### config.mk
export PLATFORM = sky130hd
export DESIGN_NAME = i2c_cmd_queue
export DESIGN_NICKNAME = d
export VERILOG_FILES = /design/src/rtl/i2c_cmd_queue.sv
export SDC_FILE = /design/constraint.sdc
export NUM_CORES = 1
export LEC_CHECK = 0
export BUFFER_PORTS_ARGS = -buffer_cell sky130_fd_sc_hd__clkbuf_2
export CELL_PAD_IN_SITES_DETAIL_PLACEMENT = 1
export CELL_PAD_IN_SITES_GLOBAL_PLACEMENT = 2
export CORE_ASPECT_RATIO = 0.9
export CORE_MARGIN = 3
export CORE_UTILIZATION = 40
export CTS_CLUSTER_DIAMETER = 50
export DETAILED_ROUTE_END_ITERATION = 12
export HOLD_SLACK_MARGIN = 0.15
export PLACE_DENSITY_LB_ADDON = 0.1
export SYNTH_ARGS = -nofsm -noshare
export SYNTH_HDL_FRONTEND = slang
export SYNTH_SLANG_ARGS = --single-unit
### constraint.sdc
create_clock -name clk -period 3.15 [get_ports clk]
set_input_delay 0.945 -clock clk [delete_from_list [all_inputs] [get_ports clk]]
set_output_delay 0.945 -clock clk [all_outputs]
set_load 0.005 [all_outputs]
### src/rtl/i2c_cmd_queue.sv
`default_nettype none
// =============================================================================
// Module   : i2c_cmd_queue
// Brief    : Command FIFO and one-at-a-time dispatcher in front of eeprom_top,
//            returning one response per command. Define I2C_CMDQ_TIMEOUT_EN
//            for the WAIT timeout with sticky halt.
// Revision : 1.0
// =============================================================================
module i2c_cmd_queue #(
    parameter int DEPTH          = 4,
    parameter int AW             = 7,
    parameter int DW             = 8,
    parameter int TIMEOUT_CYCLES = 4096
) (
    input  logic                       clk,
    input  logic                       rst,
    input  logic                       req_valid,
    output logic                       req_ready,
    input  logic                       req_wr,
    input  logic [AW-1:0]              req_addr,
    input  logic [DW-1:0]              req_wdata,
    output logic                       rsp_valid,
    input  logic                       rsp_ready,
    output logic                       rsp_wr,
    output logic [AW-1:0]              rsp_addr,
    output logic [DW-1:0]              rsp_rdata,
    output logic                       rsp_err,
    output logic                       m_newd,
    output logic                       m_wr,
    output logic [AW-1:0]              m_addr,
    output logic [DW-1:0]              m_wdata,
    input  logic [DW-1:0]              m_rdata,
    input  logic                       m_done,
    output logic                       busy,
    output logic                       halted,
    output logic [$clog2(DEPTH+1)-1:0] cmd_count
);
    localparam int c_PW = $clog2(DEPTH);
    localparam int c_CW = $clog2(DEPTH + 1);
    localparam int c_EW = 1 + AW + DW;

    typedef enum logic [1:0] {
        S_IDLE  = 2'd0,
        S_ISSUE = 2'd1,
        S_WAIT  = 2'd2,
        S_RESP  = 2'd3
    } state_t;

    if (DEPTH < 2 || (DEPTH & (DEPTH - 1)) != 0 || TIMEOUT_CYCLES < 1) begin : g_param_check
        $error("i2c_cmd_queue: DEPTH must be a power of 2 >= 2, TIMEOUT_CYCLES >= 1");
    end

    state_t             r_state;
    logic [c_EW-1:0]    r_mem [DEPTH];
    logic [c_PW-1:0]    r_wr_ptr;
    logic [c_PW-1:0]    r_rd_ptr;
    logic [c_CW-1:0]    r_count;
    logic               r_seen_low;
    logic [DW-1:0]      r_rdata;
    logic [c_EW-1:0]    w_head;
    logic               w_push;
    logic               w_pop;
    logic               w_halted;
    logic               w_done_q;

`ifdef I2C_CMDQ_TIMEOUT_EN
    localparam int c_TW = $clog2(TIMEOUT_CYCLES + 1);
    logic [c_TW-1:0]    r_timer;
    logic               r_err;
    logic               r_rsp_err;
    logic               r_halted;
    assign w_halted = r_halted;
    assign rsp_err  = r_rsp_err;
    assign halted   = r_halted;
`else
    assign w_halted = 1'b0;
    assign rsp_err  = 1'b0;
    assign halted   = 1'b0;
`endif

    assign w_head    = r_mem[r_rd_ptr];
    assign req_ready = (r_count != c_CW'(DEPTH));
    assign w_push    = req_valid & req_ready;
    assign w_pop     = (r_state == S_IDLE) && (r_count != '0) && !rsp_valid && !w_halted;
    // A done level only counts once it has been seen low after this command's issue.
    assign w_done_q  = m_done & r_seen_low;
    assign busy      = (r_state != S_IDLE) || (r_count != '0);
    assign cmd_count = r_count;

    always_ff @(posedge clk) begin
        if (w_push) begin
            r_mem[r_wr_ptr] <= {req_wr, req_addr, req_wdata};
        end
    end

    always_ff @(posedge clk) begin
        if (rst) begin
            r_state    <= S_IDLE;
            r_wr_ptr   <= '0;
            r_rd_ptr   <= '0;
            r_count    <= '0;
            r_seen_low <= 1'b0;
            r_rdata    <= '0;
            m_newd     <= 1'b0;
            m_wr       <= 1'b0;
            m_addr     <= '0;
            m_wdata    <= '0;
            rsp_valid  <= 1'b0;
            rsp_wr     <= 1'b0;
            rsp_addr   <= '0;
            rsp_rdata  <= '0;
`ifdef I2C_CMDQ_TIMEOUT_EN
            r_timer    <= '0;
            r_err      <= 1'b0;
            r_rsp_err  <= 1'b0;
            r_halted   <= 1'b0;
`endif
        end else begin
            if (w_push) begin
                r_wr_ptr <= r_wr_ptr + c_PW'(1);
            end
            if (w_push && !w_pop) begin
                r_count <= r_count + c_CW'(1);
            end else if (!w_push && w_pop) begin
                r_count <= r_count - c_CW'(1);
            end

            if (rsp_valid && rsp_ready) begin
                rsp_valid <= 1'b0;
            end

            case (r_state)
                S_IDLE: begin
                    if (w_pop) begin
                        m_wr       <= w_head[c_EW-1];
                        m_addr     <= w_head[DW +: AW];
                        m_wdata    <= w_head[DW-1:0];
                        m_newd     <= 1'b1;
                        r_rd_ptr   <= r_rd_ptr + c_PW'(1);
                        r_seen_low <= 1'b0;
`ifdef I2C_CMDQ_TIMEOUT_EN
                        r_timer    <= '0;
                        r_err      <= 1'b0;
`endif
                        r_state    <= S_ISSUE;
                    end
                end
                S_ISSUE: begin
                    m_newd <= 1'b0;
                    if (!m_done) begin
                        r_seen_low <= 1'b1;
                    end
                    r_state <= S_WAIT;
                end
                S_WAIT: begin
                    if (w_done_q) begin
                        r_rdata <= m_wr ? '0 : m_rdata;
                        r_state <= S_RESP;
                    end else begin
                        if (!m_done) begin
                            r_seen_low <= 1'b1;
                        end
`ifdef I2C_CMDQ_TIMEOUT_EN
                        if (r_timer == c_TW'(TIMEOUT_CYCLES - 1)) begin
                            r_err    <= 1'b1;
                            r_rdata  <= '0;
                            r_halted <= 1'b1;
                            r_state  <= S_RESP;
                        end else begin
                            r_timer <= r_timer + c_TW'(1);
                        end
`endif
                    end
                end
                S_RESP: begin
                    rsp_valid <= 1'b1;
                    rsp_wr    <= m_wr;
                    rsp_addr  <= m_addr;
                    rsp_rdata <= r_rdata;
`ifdef I2C_CMDQ_TIMEOUT_EN
                    r_rsp_err <= r_err;
`endif
                    r_state   <= S_IDLE;
                end
                default: r_state <= S_IDLE;
            endcase
        end
    end

endmodule
`default_nettype wire
# After elaboration in Yosys (flattened, before gate mapping)
# Memories as Yosys holds them, arrays and structs flattened. A register that Yosys moved wholly into a read port is not among the register bits.
# Index checks and enable logic that the tools add are counted.
# Widths: inputs -> output; s select.
dict set report totals {
  memories 1
  regBits 36
  ramBits 64
}
dict set report classes {
  bitwise 2
  eq_ne 7
  n_reduce_logical 21
  add_sub_neg 4
  mux 16
}
# name words word_bits read_ports rd_ports_with_merged_regs wr line_no
set mem_list {}
lappend mem_list {r_mem 4 16 1 1 1 54} ;# logic [c_EW-1:0] r_mem [DEPTH];
# operator n
set op_table {}
lappend op_table {{$mux 1} 8}
lappend op_table {{$mux 8} 1}
lappend op_table {{$pmux 2 s4} 1}
lappend op_table {{$reduce_and 2->1} 4}
lappend op_table {{$reduce_bool 2->1} 4}
lappend op_table {{$mux 3} 2}
lappend op_table {{$ne 2x2->1 const B} 3}
lappend op_table {{$reduce_bool 3->1} 2}
lappend op_table {{$logic_and 1x1->1} 5}
lappend op_table {{$add 2x1->2 const B} 2}
lappend op_table {{$eq 2x2->1 const B} 2}
lappend op_table {{$mux 2} 2}
lappend op_table {{$add 3x1->3 const B} 1}
lappend op_table {{$logic_not 1->1} 3}
lappend op_table {{$ne 3x3->1 const B} 1}
lappend op_table {{$pmux 1 s3} 1}
lappend op_table {{$reduce_and 3->1} 1}
lappend op_table {{$sub 3x1->3 const B} 1}
lappend op_table {{$and 1x1->1} 2}
lappend op_table {{$eq 2x1->1 const B} 1}
lappend op_table {{$logic_not 2->1} 1}
lappend op_table {{$pmux 1 s2} 1}
lappend op_table {{$logic_or 1x1->1} 1}

# Depth between registers and ports, before layout
dict set report logic_depth {
  ltp_word 6
  mapped_depth 10
}

# Least setup slack after synthesis
# No wires, ideal clock.
dict set report synth_path {
  path_kind {input to register}
  start {input req_valid}
  end {register r_count[2] (netlist: cmd_count[2])}
  arrival_ns 2.498
  stages 7
  required_ns 3.080
  n_path_buf 0
  slack_ns 0.582
  path_cell_list {a21boi_2 > ha_1 > inv_1 > fa_1 > xor2_1 > or3_2 > a21oi_1}
}
dict set report synth_between {
  elab_chain_len 4
  word_cells_on_any_way 6
  cone_classes {mux: 1; bitwise: 1; reduce/logical: 4}
}
# item line_no
set synth_lines {}
lappend synth_lines {{from (decl)} 17} ;# input logic req_valid,
lappend synth_lines {{$and 1x1->1 (*)} 83} ;# assign w_push = req_valid & req_ready;
lappend synth_lines {{$logic_not 1->1} 124} ;# end else if (!w_push && w_pop) begin
lappend synth_lines {{$logic_and 1x1->1} 124}
lappend synth_lines {{$reduce_bool 2->1 (no source line)} -}
lappend synth_lines {{to (signal assigned)} 123} ;# r_count <= r_count + c_CW'(1);
lappend synth_lines {{to (signal assigned)} 125} ;# r_count <= r_count - c_CW'(1);
lappend synth_lines {{to (decl)} 57} ;# logic [c_CW-1:0] r_count;
# Mark *: on every way between the ends. The rest lies on a longest branch, timed or not.
# A chain may end at the register's enable or synchronous reset.

# Worst setup path after layout
dict set report layout_path {
  start {register r_state[0]}
  end {register r_count[2] (netlist: cmd_count[2])}
}
dict set report layout_between {
  elab_chain_len 6
  word_cells_on_any_way 8
  cone_classes {mux: 1; reduce/logical: 7}
}
# item line_no
set layout_lines {}
lappend layout_lines {{from (decl)} 53} ;# state_t r_state;
lappend layout_lines {{from (signal assigned)} 98} ;# r_state <= S_IDLE;
lappend layout_lines {{from (signal assigned)} 145} ;# r_state <= S_ISSUE;
lappend layout_lines {{from (signal assigned)} 153} ;# r_state <= S_WAIT;
lappend layout_lines {{$logic_not 2->1 (*)} 84} ;# assign w_pop = (r_state == S_IDLE) && (r_count != '0) && !rsp_valid && !w_halted;
lappend layout_lines {{$logic_and 1x1->1 (*) (2 in a row)} 84}
lappend layout_lines {{$logic_not 1->1} 122} ;# if (w_push && !w_pop) begin
lappend layout_lines {{$logic_and 1x1->1} 122}
lappend layout_lines {{$mux 3 or $reduce_bool 2->1 (tied branches)} -}
# Marks and branches as above.

==> metrics.md <==
| Metric | Value |
|---|---|
| Layout cells sized above 1 | `36.7%` |
| Worst Path Max Fanout | `6` |
| Max cap viols | `0` |
| Final Core Density | `52.5%` |
| Post-layout minimum cycle time | `2.40 ns` |
| DR DRC count | `0` |
| DR iter-0 viols | `128` |
| Worst reg2reg path depth | `10` |
| I/O Pins | `70` |
| Post-cts sizing count | `0` |
| Cell area after synthesis | `0.00445 mm2` |
| CTS Buffer Depth | `2` |
| EDFF count, synth | `64` |
| Clk sinks | `116` |
| Top cells by area, synth | `edfxtp_1, dfxtp_1, mux4_2` |
| Routed WL per cell | `16.9 um` |
| Synth area leader | `edfxtp_1` |
| Slew Viols, Final | `0` |
| Async set-reset flop share out of synthesis | `0%` |
| Die Area | `0.0124 mm2` |
| YS warnings | `0` |
| Final Net Count | `408` |
| Pwr Density | `921 mW/mm2` |
| Fin. Hold Viols | `0` |
| # Post-CTS Setup Buffers | `0` |
| Yosys reg bits | `116` |
| Area grow syn2layout | `24.5%` |
| GRT Total Usage | `16.1%` |
| Mean Syn Cell Area | `15.4 um2` |
| RSZ-0062 raised after global routing | `no` |
| IO Port Bufs | `67` |
| Antenna cells | `0` |
| Die W | `117 um` |
| First-pass GRT wire length | `14.7 mm` |
| FP Rows | `35` |
| PnR worst setup slack | `0.755 ns` |
| Dpl hpwl | `5.76 mm` |
| Reg2Reg Capture Point | `cmd_count[2]$_SDFFE_PP0P_` |
| Crit path kind | `reg -> reg` |
| Initial antenna violation count | `0` |
| Vias per inst | `4.86` |
| Cts hold-fix bufs | `0` |
| CP required | `3.49 ns` |
| Worst-path clk slew | `0.05 ns` |
| Worst Hold Slack | `0.479 ns` |
| Skew-Pair Late Insertion Delay | `0.41 ns` |
| CTS Root Cell | `clkbuf_16` |
| Outcome | `complete, no violations` |
| Post-route clock skew | `0.0130 ns` |
| Fmax | `0.418 GHz` |
| Gate count of the mapped netlist | `288` |
| Number of global-route vias before repair | `2723` |
| Startpoint class of the critical path | `flip-flop` |
| Dpl ws | `0.551 ns` |
| Reg2Reg Setup Slack | `0.75 ns` |
| Distinct cells, synth | `36` |
| Most numerous cell in the Yosys netlist | `edfxtp_1` |
| Setup TNS | `0 ns` |
| CTS tree | `built` |
| Crit end category | `flip-flop` |
| Static Leak | `2.12 nW` |
| Post-synth top cells | `edfxtp_1, dfxtp_1, nor2_1` |
| RD Place Congestion | `0.711` |
| TritonCTS Buffers | `17` |
| Gr ovfl total | `0` |
| Die Y | `106 um` |
| WL final | `8.96 mm` |
| Termination of the worst setup path | `cmd_count[2]$_SDFFE_PP0P_` |
| Yosys top cell area share | `43.2%` |
| Setup crit start | `r_state[0]$_SDFFE_PP0P_` |
| Critical Path AT | `2.74 ns` |
| Synth Flop Type | `edfxtp_1` |
| Final ANT Viol Nets | `0` |
| Hold Crit Class | `reg -> reg` |
| Peak VDD IR | `0.424 mV` |
| Sequential area share after synthesis | `66.6%` |
| H-tree levels | `4` |
| Slew @ Worst Pin | `0.919 ns` |
| DR pass1 iterations | `4` |
| Core Region | `0.0106 mm2` |
| Initial Util | `42.1%` |
| Slew HR | `38.6%` |
| Total number of vias | `2572` |
| Reg2reg start | `r_state[0]$_SDFFE_PP0P_` |
| Pin count of the biggest net entering global routing | `30` |
| Final Setup Violations | `0` |
| Period utilization | `76.0%` |
==> cell type report <==
cell class	instances	area, um2
repair buffers	77	410
clock inverters	11	131
multi-input cells	149	1350
flip-flops and latches	116	2960
fillers	1044	5010
inverters	7	26.3
well taps	148	185
clock buffers	21	470
==> routing by layer <==
layer  up-vias  wire, um  GRT usage [%]  part of all wire, %
li1       1222         -              -                    -
met1      1286      4010           19.9                   45
met2        56      4450           25.6                   50
met3         8       377           5.46                  4.2
met4         0       122           6.88                  1.4
met5         -         0              0                    0
==> stage by stage <==
stage | power [mW] | area (um2) | std cells
after floorplan | 2.85 | 4450 | 289
after global placement | 3.19 | 4940 | 497
after detailed placement | 3.22 | 4940 | 497
after CTS | 5.20 | 5540 | 529
after global routing | 5.39 | 5540 | 529
final | 5.10 | 5540 | 529
==> worst min path at each step <==
stage	from	to	depth (start not counted)
floorplan	r_rdata[0]$_SDFFE_PP0P_	r_rdata[0]$_SDFFE_PP0P_	2
global placement	m_wdata[4]$_SDFFE_PP0P_	m_wdata[4]$_SDFFE_PP0P_	1
detailed placement	m_wdata[3]$_SDFFE_PP0P_	m_wdata[3]$_SDFFE_PP0P_	1
CTS	m_wdata[4]$_SDFFE_PP0P_	m_wdata[4]$_SDFFE_PP0P_	1
global route	m_wdata[2]$_SDFFE_PP0P_	m_wdata[2]$_SDFFE_PP0P_	1
finish	m_wdata[3]$_SDFFE_PP0P_	m_wdata[3]$_SDFFE_PP0P_	1
==> state kept, by name (all words and copies together) (netlist names) <==
name	count
r_mem	64
m_wdata	8
r_rdata	8
rsp_rdata	8
m_addr	7
rsp_addr	7
cmd_count	3
r_rd_ptr	2
r_state	2
r_wr_ptr	2
m_newd	1
m_wr	1
r_seen_low	1
rsp_valid	1
rsp_wr	1
==> cell usage in the layout (no fill, tap or decap), types with 3 or more instances in the layout <==
cell,netlist,final
bufinv_16,0,3
nor2_1,36,36
ha_1,10,10
xnor2_1,3,3
a22o_2,9,9
a21oi_1,11,11
inv_1,7,7
clkbuf_8,0,3
nor3b_1,8,8
buf_4,5,10
nand2_1,3,3
edfxtp_1,64,64
mux2i_1,20,20
mux4_2,16,16
clkbuf_16,0,17
clkinv_2,0,6
a22o_1,6,6
dfxtp_1,52,52
and2_1,5,5
clkbuf_2,0,67
==> cells by family (layout without fill, tap and decap cells) <==
family / count (synthesis) / count (layout) / share of synthesized area [%]
flip-flops: 116 / 116 / 66.6
AND/OR/NAND/NOR: 62 / 62 / 7.54
multiplexers: 36 / 36 / 12.6
AO/OA/AOI/OAI: 33 / 33 / 5.85
buffers and inverters: 24 / 116 / 3.07
adder cells (fa/ha/maj): 11 / 11 / 3.26
XOR/XNOR: 5 / 5 / 0.985
other: 1 / 2 / 0.0843
==> report_power, final <==
| group | switching (mW) | total, mW | internal, mW |
|---|---|---|---|
| registers | 0.219 | 2.05 | 1.83 |
| logic | 0.525 | 1.12 | 0.594 |
| clock network | 0.637 | 1.93 | 1.29 |
==> critical path, stage by stage (launching register included) <==
cell	delay, ns
dfxtp_1	0.38
inv_1	0.10
ha_1	0.26
nor3b_4	0.19
inv_1	0.07
ha_1	0.17
inv_1	0.06
fa_1	0.38
xor2_1	0.16
or3_2	0.40
a21oi_1	0.14
Power figures use the tool's default switching activity.
